--- config.mk ---
export PLATFORM = sky130hd
export DESIGN_NAME = mips_trace_buffer_flat
export DESIGN_NICKNAME = d
export VERILOG_FILES = /design/src/rtl/mips_trace_buffer_if.sv /design/src/rtl/mips_trace_buffer.sv /design/src/flat_wrapper.sv
export SDC_FILE = /design/constraint.sdc
export NUM_CORES = 1
export LEC_CHECK = 0
export ABC_CLOCK_PERIOD_IN_PS = 12030
export BUFFER_PORTS_ARGS = -buffer_cell sky130_fd_sc_hd__buf_2
export CORE_ASPECT_RATIO = 0.8
export CORE_MARGIN = 10
export CORE_UTILIZATION = 30
export CTS_CLUSTER_SIZE = 8
export DETAILED_ROUTE_END_ITERATION = 10
export PLACE_DENSITY = 0.46
export SLEW_MARGIN = 20
export SYNTH_ARGS = -nofsm -noshare
export SYNTH_HDL_FRONTEND = slang
export SYNTH_SLANG_ARGS = --single-unit
--- constraint.sdc ---
create_clock -name clk -period 12.03 [get_ports clk]
set_input_delay 1.203 -clock clk [delete_from_list [all_inputs] [get_ports clk]]
set_output_delay 1.203 -clock clk [all_outputs]
set_load 0.01 [all_outputs]
--- src/rtl/mips_trace_buffer_if.sv ---
// ----------------------------------------------------------------------------
// mips_trace_buffer_if : valid/ready readout channel of the trace FIFO
// Revision 1.0
// ----------------------------------------------------------------------------
`default_nettype none

interface mips_trace_buffer_if;
  logic        trace_valid;
  logic        trace_ready;
  logic [23:0] trace_data;

  modport master (
    output trace_valid,
    output trace_data,
    input  trace_ready
  );

  modport slave (
    input  trace_valid,
    input  trace_data,
    output trace_ready
  );
endinterface

`default_nettype wire

--- src/rtl/mips_trace_buffer.sv ---
// ----------------------------------------------------------------------------
// mips_trace_buffer : Soc_Mips writeback/exception trace capture FIFO with
//                     overflow trigger and post-trigger freeze
// Revision 1.0
// ----------------------------------------------------------------------------
`default_nettype none

module mips_trace_buffer #(
  parameter int DEPTH      = 16,
  parameter int POST_COUNT = 4
) (
  input  wire logic                   clk,
  input  wire logic                   rst,
  input  wire logic                   cpu_step,
  input  wire logic                   arm,
  input  wire logic                   writes_only,
  input  wire logic [5:0]             PCout,
  input  wire logic [7:0]             WriteBack,
  input  wire logic [2:0]             MEMWB_RegisterRd,
  input  wire logic [1:0]             MEMWB_ControlSignals,
  input  wire logic                   Overflow,
  input  wire logic [2:0]             ExceptionCause,
  input  wire logic [5:0]             ExceptionPC,
  mips_trace_buffer_if.master         trace,
  output logic [$clog2(DEPTH):0]      level,
  output logic [7:0]                  dropped,
  output logic [1:0]                  state
);

  localparam int PW = $clog2(DEPTH);
  localparam int LW = PW + 1;
  localparam logic [LW-1:0] c_full = LW'(DEPTH);
  localparam logic [7:0]    c_post = 8'(POST_COUNT);

  typedef enum logic [1:0] {
    S_IDLE    = 2'b00,
    S_CAPTURE = 2'b01,
    S_POST    = 2'b10,
    S_DONE    = 2'b11
  } state_t;

  state_t        r_state;
  state_t        w_state_nxt;
  logic [7:0]    r_post_cnt;
  logic [7:0]    w_post_nxt;
  logic [PW-1:0] r_wr_ptr;
  logic [PW-1:0] r_rd_ptr;
  logic [LW-1:0] r_level;
  logic [7:0]    r_dropped;
  logic          r_drop_pend;
  logic [23:0]   r_mem [DEPTH];

  logic          w_regwrite;
  logic          w_capturing;
  logic          w_rec;
  logic          w_valid;
  logic          w_pop;
  logic          w_full;
  logic          w_push;
  logic          w_drop;
  logic          w_trigger;
  logic [23:0]   w_entry;
  logic          w_unused_ctrl;

  assign w_regwrite    = MEMWB_ControlSignals[1];
  assign w_unused_ctrl = MEMWB_ControlSignals[0];

  // A step coinciding with arm belongs to the flushed session, so it is dropped silently.
  assign w_capturing = (r_state == S_CAPTURE) || (r_state == S_POST);
  assign w_rec       = cpu_step && !arm && w_capturing &&
                       (!writes_only || w_regwrite || Overflow);
  assign w_valid     = (r_level != '0);
  assign w_pop       = w_valid && trace.trace_ready && !arm;
  assign w_full      = (r_level == c_full);
  assign w_push      = w_rec && (!w_full || w_pop);
  assign w_drop      = w_rec && w_full && !w_pop;
  assign w_trigger   = w_rec && (r_state == S_CAPTURE) && Overflow;

  assign w_entry = {(w_trigger ? ExceptionPC : PCout), MEMWB_RegisterRd, WriteBack,
                    ExceptionCause, Overflow, w_regwrite, w_trigger, r_drop_pend};

  always_comb begin
    w_state_nxt = r_state;
    w_post_nxt  = r_post_cnt;
    if (arm) begin
      w_state_nxt = S_CAPTURE;
      w_post_nxt  = 8'd0;
    end else begin
      case (r_state)
        S_CAPTURE: begin
          if (w_trigger) begin
            w_post_nxt  = c_post;
            w_state_nxt = (c_post == 8'd0) ? S_DONE : S_POST;
          end
        end
        S_POST: begin
          // Discarded (full) entries still consume the post-trigger budget.
          if (w_rec) begin
            w_post_nxt = r_post_cnt - 8'd1;
            if (r_post_cnt == 8'd1) begin
              w_state_nxt = S_DONE;
            end
          end
        end
        default: begin
          w_state_nxt = r_state;
        end
      endcase
    end
  end

  always_ff @(posedge clk or negedge rst) begin
    if (!rst) begin
      r_state    <= S_IDLE;
      r_post_cnt <= 8'd0;
    end else begin
      r_state    <= w_state_nxt;
      r_post_cnt <= w_post_nxt;
    end
  end

  always_ff @(posedge clk or negedge rst) begin
    if (!rst) begin
      r_wr_ptr    <= '0;
      r_rd_ptr    <= '0;
      r_level     <= '0;
      r_dropped   <= 8'd0;
      r_drop_pend <= 1'b0;
    end else if (arm) begin
      r_wr_ptr    <= '0;
      r_rd_ptr    <= '0;
      r_level     <= '0;
      r_dropped   <= 8'd0;
      r_drop_pend <= 1'b0;
    end else begin
      if (w_push) begin
        r_wr_ptr <= r_wr_ptr + PW'(1);
      end
      if (w_pop) begin
        r_rd_ptr <= r_rd_ptr + PW'(1);
      end
      case ({w_push, w_pop})
        2'b10:   r_level <= r_level + LW'(1);
        2'b01:   r_level <= r_level - LW'(1);
        default: r_level <= r_level;
      endcase
      if (w_drop) begin
        if (r_dropped != 8'hFF) begin
          r_dropped <= r_dropped + 8'd1;
        end
        r_drop_pend <= 1'b1;
      end else if (w_push) begin
        r_drop_pend <= 1'b0;
      end
    end
  end

  always_ff @(posedge clk) begin
    if (w_push) begin
      r_mem[r_wr_ptr] <= w_entry;
    end
  end

  // No bypass: an empty FIFO presents zero even if a push is in flight.
  assign trace.trace_valid = w_valid;
  assign trace.trace_data  = w_valid ? r_mem[r_rd_ptr] : 24'd0;
  assign level             = r_level;
  assign dropped           = r_dropped;
  assign state             = r_state;

endmodule

`default_nettype wire

--- src/flat_wrapper.sv ---
// flat-port wrapper written by rule: the top's interface ports become plain ports
module mips_trace_buffer_flat 
#(
  parameter int DEPTH      = 16,
  parameter int POST_COUNT = 4
)
  (clk, rst, cpu_step, arm, writes_only, PCout, WriteBack, MEMWB_RegisterRd, MEMWB_ControlSignals, Overflow, ExceptionCause, ExceptionPC, level, dropped, state, trace_trace_valid, trace_trace_data, trace_trace_ready);
  mips_trace_buffer_if trace_i ();
  input  wire logic clk;
  input  wire logic rst;
  input  wire logic cpu_step;
  input  wire logic arm;
  input  wire logic writes_only;
  input  wire logic [5:0] PCout;
  input  wire logic [7:0] WriteBack;
  input  wire logic [2:0] MEMWB_RegisterRd;
  input  wire logic [1:0] MEMWB_ControlSignals;
  input  wire logic Overflow;
  input  wire logic [2:0] ExceptionCause;
  input  wire logic [5:0] ExceptionPC;
  output logic [$clog2(DEPTH):0] level;
  output logic [7:0] dropped;
  output logic [1:0] state;
  output wire logic [$bits(trace_i.trace_valid)-1:0] trace_trace_valid;
  output wire logic [$bits(trace_i.trace_data)-1:0] trace_trace_data;
  input wire logic [$bits(trace_i.trace_ready)-1:0] trace_trace_ready;
  assign trace_trace_valid = trace_i.trace_valid;
  assign trace_trace_data = trace_i.trace_data;
  assign trace_i.trace_ready = trace_trace_ready;
  mips_trace_buffer #(.DEPTH(DEPTH), .POST_COUNT(POST_COUNT)) u_core (.clk(clk), .rst(rst), .cpu_step(cpu_step), .arm(arm), .writes_only(writes_only), .PCout(PCout), .WriteBack(WriteBack), .MEMWB_RegisterRd(MEMWB_RegisterRd), .MEMWB_ControlSignals(MEMWB_ControlSignals), .Overflow(Overflow), .ExceptionCause(ExceptionCause), .ExceptionPC(ExceptionPC), .trace(trace_i), .level(level), .dropped(dropped), .state(state));
endmodule
==> results of run 1 <==
area by class of cell:
| class | instances | area (sq um) |
|---|---|---|
| fillers | 5086 | 35600 |
| flip-flops and latches | 416 | 12300 |
| multi-input cells | 354 | 4210 |
| clock buffers | 79 | 1550 |
| well taps | 750 | 938 |
| repair buffers | 87 | 470 |
| inverters | 14 | 52.6 |
| clock inverters | 4 | 43.8 |
worst paths after layout:
| path | startpoint | end | slack, ns |
|---|---|---|---|
| worst max-delay path | u_core.r_rd_ptr[1]$_DFFE_PN0P_ | trace_trace_data[22] | 7.50 |
| worst min-delay path | u_core.r_post_cnt[1]$_DFFE_PN0P_ | u_core.r_post_cnt[1]$_DFFE_PN0P_ | 0.52 |
| worst max register to register | u_core.state[0]$_DFFE_PN0P_ | u_core.r_mem[12][7]$_DFFE_PP_ | 8.61 |
| worst min register to register | u_core.r_post_cnt[1]$_DFFE_PN0P_ | u_core.r_post_cnt[1]$_DFFE_PN0P_ | 0.52 |
| max in group asynchronous | rst | u_core.r_rd_ptr[1]$_DFFE_PN0P_ | 10.75 |
| min in group asynchronous | rst | u_core.state[1]$_DFFE_PN0P_ | 0.69 |
per-stage QoR:
step / utilization (%) / worst slack, ns / hold WS [ns]
after CTS: 35.5 / 7.38 / 0.532
after detailed placement: 32.6 / 7.72 / 0.517
final: 35.5 / 7.50 / 0.519
after global routing: 35.5 / 7.24 / 0.574
after global placement: 32.6 / 7.73 / 0.497
after floorplan: - / 7.70 / 0.471
flip-flops by register name, indices dropped and copies added, names as in the netlist:
signal	flops
u_core.r_mem	384
u_core.dropped	8
u_core.r_post_cnt	8
u_core.level	5
u_core.r_rd_ptr	4
u_core.r_wr_ptr	4
u_core.state	2
u_core.r_drop_pend	1
per-layer routing:
layer	track usage (%)	vias up	part of all wire, %
li1	-	3590	-
met1	16.7	4366	47
met4	3.65	0	1.8
met2	18.4	170	46
met5	0	-	0
met3	2.28	58	4.8
layout by cell type (no fill, tap or decap), types with 5 or more instances in the layout:
cell         n
edfxtp_1   384
mux4_2      96
buf_2       73
clkbuf_16   59
mux2i_1     52
nor2_1      31
dfrtp_1     29
o22ai_1     24
clkbuf_1    20
buf_4       14
inv_1       13
ha_1        13
nand2_1     11
nand3_1     11
a21oi_1     10
xor2_1       9
and2_2       8
nor3_1       7
mux2_2       6
xnor2_1      6
nor3b_1      5
nor3_2       5
cells by family (layout without fill, tap and decap cells):
group | count (synthesis) | after routing | synth area share (%)
DFF | 416 | 416 | 73.7
muxes | 158 | 158 | 16.8
and+or+nand+nor | 116 | 116 | 3.96
buffers and inverters | 55 | 184 | 1.46
AOI/OAI and AO/OA | 51 | 51 | 2.16
xor gates and xnor gates | 15 | 15 | 0.786
adders and majority gates | 14 | 14 | 1.09
worst max-delay path, stage by stage (launching register included):
cell	delay (ns)
dfrtp_4	0.85
buf_4	0.80
mux4_2	0.35
mux2i_1	0.08
o22ai_1	0.40
buf_2	0.22
cells in the mapped netlist (all sizes together):
cell type / n / area (sq um)
and2: 9 / 56.3
nand3: 11 / 55.1
o22ai: 24 / 150
o31ai: 2 / 15.0
o21ai: 2 / 10.0
a21o: 4 / 30.0
o2111a: 2 / 22.5
or3: 3 / 18.8
or3b: 2 / 20.0
o211ai: 1 / 7.51
fa: 1 / 20.0
and3b: 1 / 8.76
dfrtp: 32 / 801
xor2: 9 / 78.8
a32o: 1 / 10.0
nor4: 4 / 40.0
mux2: 10 / 128
xnor2: 6 / 52.6
clkbuf: 19 / 71.3
nor2b: 2 / 12.5
mux2i: 52 / 521
or4: 1 / 11.3
nor3b: 7 / 62.6
a31oi: 1 / 6.26
ha: 13 / 163
mux4: 96 / 2160
nor4b: 3 / 32.5
nor4bb: 1 / 10.0
inv: 14 / 52.6
a311oi: 1 / 26.3
nor3: 12 / 65.1
o2bb2ai: 1 / 8.76
a21oi: 12 / 75.1
nand2b: 5 / 31.3
and4b: 1 / 10.0
and3: 1 / 6.26
nor2: 36 / 138
nand4: 4 / 25.0
buf: 22 / 120
nand2: 12 / 52.6
edfxtp: 384 / 11500
or2: 1 / 6.26
power groups by stage:
| stage | Combinational [uW] | Clock [uW] | Sequential (uW) |
|---|---|---|---|
| final | 857 | 1450 | 1710 |
| after global routing | 947 | 1560 | 1710 |
| after CTS | 888 | 1500 | 1710 |
| after detailed placement | 886 | 0 | 1740 |
| after global placement | 883 | 0 | 1730 |
| after floorplan | 653 | 0 | 1690 |
==> impl_metrics.json, run 1 <==
{
  "vias": 8184,
  "clk_pin_slew_worst_paths_ns": 0.05,
  "hold_viol": 0,
  "place.gp.congestion": 0.726,
  "fmaxAchievable_ghz": 0.221,
  "rows": 77,
  "switchingPower_uw": 1100,
  "rsz0062_at_grt": "false",
  "finalPower_uw": 4020,
  "numClockSinks": 416,
  "grt_usage_pct": 11.9,
  "worstMarginPinSlew_ns": 1.01,
  "first_pass_iters": 5,
  "cp.required_ns": 10.83,
  "clk_latency_ns": 0.59,
  "start_util_pct": 30.3,
  "status": "finished, final reports clean",
  "tritoncts": "done",
  "h-tree-depth": 2,
  "setup_violations": 0,
  "antenna_found_initial": 1,
  "cts_root_buf": "clkbuf_16",
  "ios": 75,
  "comb_power_share_pct": 21.3,
  "grt_pass1_vias": 8693,
  "pwr-share-clk_pct": 36.2,
  "diodes": 0,
  "min_period_ns": 4.53,
  "whs_path_depth": 2,
  "dieArea_sq_um": 65600,
  "clock_skew_ns": 0.0234,
  "seq_power_share_pct": 42.5,
  "ir_drop_mv": 0.110,
  "cts-buffers-inserted": 58,
  "syn_avg_cell_area_sq_um": 20.3,
  "worst_setup_path_end_kind": "output port",
  "relSlewSlack_pct": 32.6,
  "ant_nets": 0,
  "crit_arrival_ns": 3.33,
  "post_cts_resized": 0,
  "syn-num-nets": 874,
  "synth.distinct_cells": 55,
  "route.detailed.drc": 0,
  "port_buffers": 73,
  "cts_hold_buf": 0,
  "critPathMaxFanout": 57,
  "p_sw_share_pct": 27.3,
  "clockBufferDepth": 3,
  "overflow": 0,
  "drv_slew": 0,
  "dpl_cell_area_sq_um": 18000,
  "wl_um": 39300,
  "ys.warnings.count": 0,
  "instances_no_fill": 1704,
  "cellPowerDensity_nw_per_um2": 205,
  "fin_crit_sh_pct": 37.6,
  "cap_violations": 0,
  "place_inst": 1621,
  "drive_above_1_share_pct": 30.3,
  "power_leakage_uw": 0.00622,
  "postSynthCellCount": 825,
  "setup.worst_path.start_class": "flip-flop",
  "final_nets": 980,
  "synth_area_sq_um": 16700,
  "grt_max_degree": 58,
  "dp_hpwl_um": 20700,
  "path_class": "flip-flop to output port",
  "cts_setup_buffers": 0,
  "reg2reg_depth": 7,
  "area_growth_pct": 17.3,
  "fp.dieH_um": 231,
  "core_area_sq_um": 55200,
  "post-route-cell-area_sq_um": 19600,
  "p_int_uw": 2920,
  "ys_seq_elements": 416,
  "die_x_um": 284,
  "grt_pass1_wl_um": 58600,
  "synth-seq-area-share_pct": 73.7,
  "vias_per_cell": 4.80,
  "hold_class": "flip-flop to flip-flop",
  "tns_ns": 0,
  "wire_per_inst_um": 23.0,
  "drtIter0Drc": 573
}
Power figures use the tool's default switching activity.
==> run 2: changes to the inputs <==
- ABC_AREA: unset -> 1
- ABC_CLOCK_PERIOD_IN_PS: 12030 -> 4500
- clock period: 12.03 -> 4.5 ns (I/O delays scaled with it)
==> impl_metrics.json, run 2 <==
{
  "post-route-cell-area_sq_um": 20000,
  "ys.warnings.count": 0,
  "clk_pin_slew_worst_paths_ns": 0.06,
  "min_period_ns": 3.51,
  "first_pass_iters": 5,
  "fillers": 5571,
  "place_inst": 2213,
  "syn_avg_cell_area_sq_um": 12.0,
  "worst_setup_path_end_kind": "output port",
  "clockBufferDepth": 3,
  "area_growth_pct": 16.4,
  "ys_async_sr_fraction_pct": 7.69,
  "crit_buf_inv": 2,
  "clock_skew_ns": 0.0233,
  "wl_um": 46500,
  "setup_violations": 0,
  "dieArea_sq_um": 67200,
  "grt_usage_pct": 13.6,
  "vias": 11000,
  "drtIter0Drc": 773,
  "drv_slew": 0,
  "synthTopCellsByArea": "edfxtp_1, nand2_1, dfrtp_1",
  "wire_per_inst_um": 20.3,
  "critPathTopFamily": "buffers and inverters",
  "regToRegSetupSlack_ns": 1.43,
  "port_buffers": 73,
  "power_leakage_uw": 0.00716,
  "critPathMaxStageDelay_ns": 0.69,
  "dpl_cell_area_sq_um": 18400,
  "critical_path.slowest_cell": "buf_12",
  "start_util_pct": 30.3,
  "synth_area_sq_um": 17200,
  "crit_top_cell": "nand2_1",
  "fp.dieH_um": 234,
  "regMostFlops": "u_core.r_mem",
  "vias_per_cell": 4.83,
  "tns_ns": 0,
  "final_nets": 1563,
  "syn-num-nets": 1478,
  "synth_top_area_share_pct": 67.2,
  "largest_reg_flops": 384,
  "drive_above_1_share_pct": 12.8,
  "path_class": "flip-flop to output port",
  "post_cts_resized": 0,
  "cellPowerDensity_nw_per_um2": 540,
  "place.gp.congestion": 0.756,
  "cts-buffers-inserted": 57,
  "relSlewSlack_pct": 30.4,
  "clk_latency_ns": 0.58,
  "ys_seq_elements": 416,
  "grt_pass1_vias": 10900,
  "overflow": 0,
  "grt_max_degree": 194,
  "synth_edf_count": 384,
  "cts_setup_buffers": 0,
  "synth-main-ff-cell": "edfxtp_1",
  "h-tree-depth": 2,
  "diodes": 0,
  "ant_nets": 0,
  "yosysMostFrequentCell": "edfxtp_1",
  "numClockSinks": 416,
  "synth_common_cells": "edfxtp_1, nand2_1, nor2_1, a21oi_1, o21ai_0",
  "yosysTopAreaCell": "edfxtp_1",
  "grt_pass1_wl_um": 69800,
  "instances_no_fill": 2285,
  "postSynthCellCount": 1429,
  "cap_violations": 0,
  "rows": 78,
  "status": "finished, final reports clean",
  "ios": 75,
  "crit_arrival_ns": 3.06,
  "critPathMaxFanout": 193,
  "route.detailed.drc": 0,
  "cts_root_buf": "clkbuf_16",
  "rsz0062_at_grt": "false",
  "worstMarginPinSlew_ns": 1.04,
  "final_common_cell": "edfxtp_1",
  "synth-seq-area-share_pct": 71.9,
  "antenna_found_initial": 0,
  "die_x_um": 287,
  "fin_crit_sh_pct": 78.1,
  "hold_class": "input port to flip-flop",
  "fmaxAchievable_ghz": 0.285,
  "cp.required_ns": 4.05,
  "tritoncts": "done",
  "setup.worst_path.start_class": "flip-flop",
  "ir_drop_mv": 0.528,
  "final_cell_mix": "edfxtp_1, nand2_1, nor2_1, a21oi_1, o21ai_0",
  "core_area_sq_um": 56600,
  "hold_viol": 0,
  "dp_hpwl_um": 24800,
  "cp_cell_sequence": "buf_12 > o21ai_0 > o22ai_1 > nand2_1 > nand2_1 > nand2_1 > nor2_1 > buf_2",
  "synth.distinct_cells": 36
}
==> run 2: changes by cell type after synthesis, sizes merged, moves of 31 or more <==
| cell | previous run | this run |
|---|---|---|
| nand2 | 12 | 318 |
| nor2 | 36 | 170 |
| o21ai | 2 | 136 |
| mux4 | 96 | 0 |
| a21oi | 12 | 103 |
| nand3 | 11 | 42 |
==> run 2: cells by family after synthesis <==
logic type / Yosys count / synth area share [%]
buf+inv: 107 / 2.97
fa+ha+maj: 14 / 1.06
flops: 416 / 71.9
xor+xnor: 10 / 0.510
mux: 24 / 1.40
simple gates: 568 / 13.3
compound gates: 290 / 8.85
==> run 2: timing repair <==
action                                  in CTS  in global routing
hold buffers                                 1                  0
hold endpoints to repair                    32                  0
endpoints found under the setup margin       0                  0
==> run 2: cell type report <==
type	count	area (sq um)	area share, %
flip-flops and latches	416	12300	61.7
inverters	33	126	0.633
multi-input cells	906	4440	22.2
well taps	760	951	4.76
clock inverters	3	41.3	0.207
repair buffers	100	621	3.11
clock buffers	67	1460	7.33
==> run 2: worst paths after layout <==
path / start / to / cells past startpoint
max in group asynchronous: rst / u_core.r_rd_ptr[0]$_DFFE_PN0P_ / 2
hold / removal: MEMWB_RegisterRd[1] / u_core.r_mem[4][16]$_DFFE_PP_ / 1
setup reg to reg: u_core.state[0]$_DFFE_PN0P_ / u_core.r_mem[1][15]$_DFFE_PP_ / 8
hold reg to reg: u_core.dropped[1]$_DFFE_PN0P_ / u_core.dropped[1]$_DFFE_PN0P_ / 2
setup / recovery: u_core.r_rd_ptr[0]$_DFFE_PN0P_ / trace_trace_data[6] / 8
min in group asynchronous: rst / u_core.dropped[0]$_DFFE_PN0P_ / 2
==> run 2: metrics by stage <==
stage / power, uW / hold WS, ns / setup slack [ns] / utilization (%)
after CTS: 11000 / 0.213 / 0.962 / 35.3
after global placement: 7130 / 0.543 / 1.38 / 32.6
after global routing: 11400 / 0.236 / 0.818 / 35.3
after detailed placement: 7150 / 0.542 / 1.34 / 32.6
after floorplan: 6210 / 0.154 / 1.71 / -
final: 10800 / 0.251 / 0.987 / 35.3
==> run 2: routing by layer <==
layer	track usage (%)	share of wire, %	vias to the layer above
li1	-	-	5244
met1	19.9	49	5447
met2	20.7	44	287
met3	2.77	5.4	51
met4	2.61	1.2	0
met5	0	0	-
==> run 2: where the power goes <==
part | internal, uW | total, uW | switching, uW
clock | 2240 | 3770 | 1530
combinational | 790 | 2580 | 1790
sequential | 4360 | 4440 | 82.0
total | 7390 | 10800 | 3400
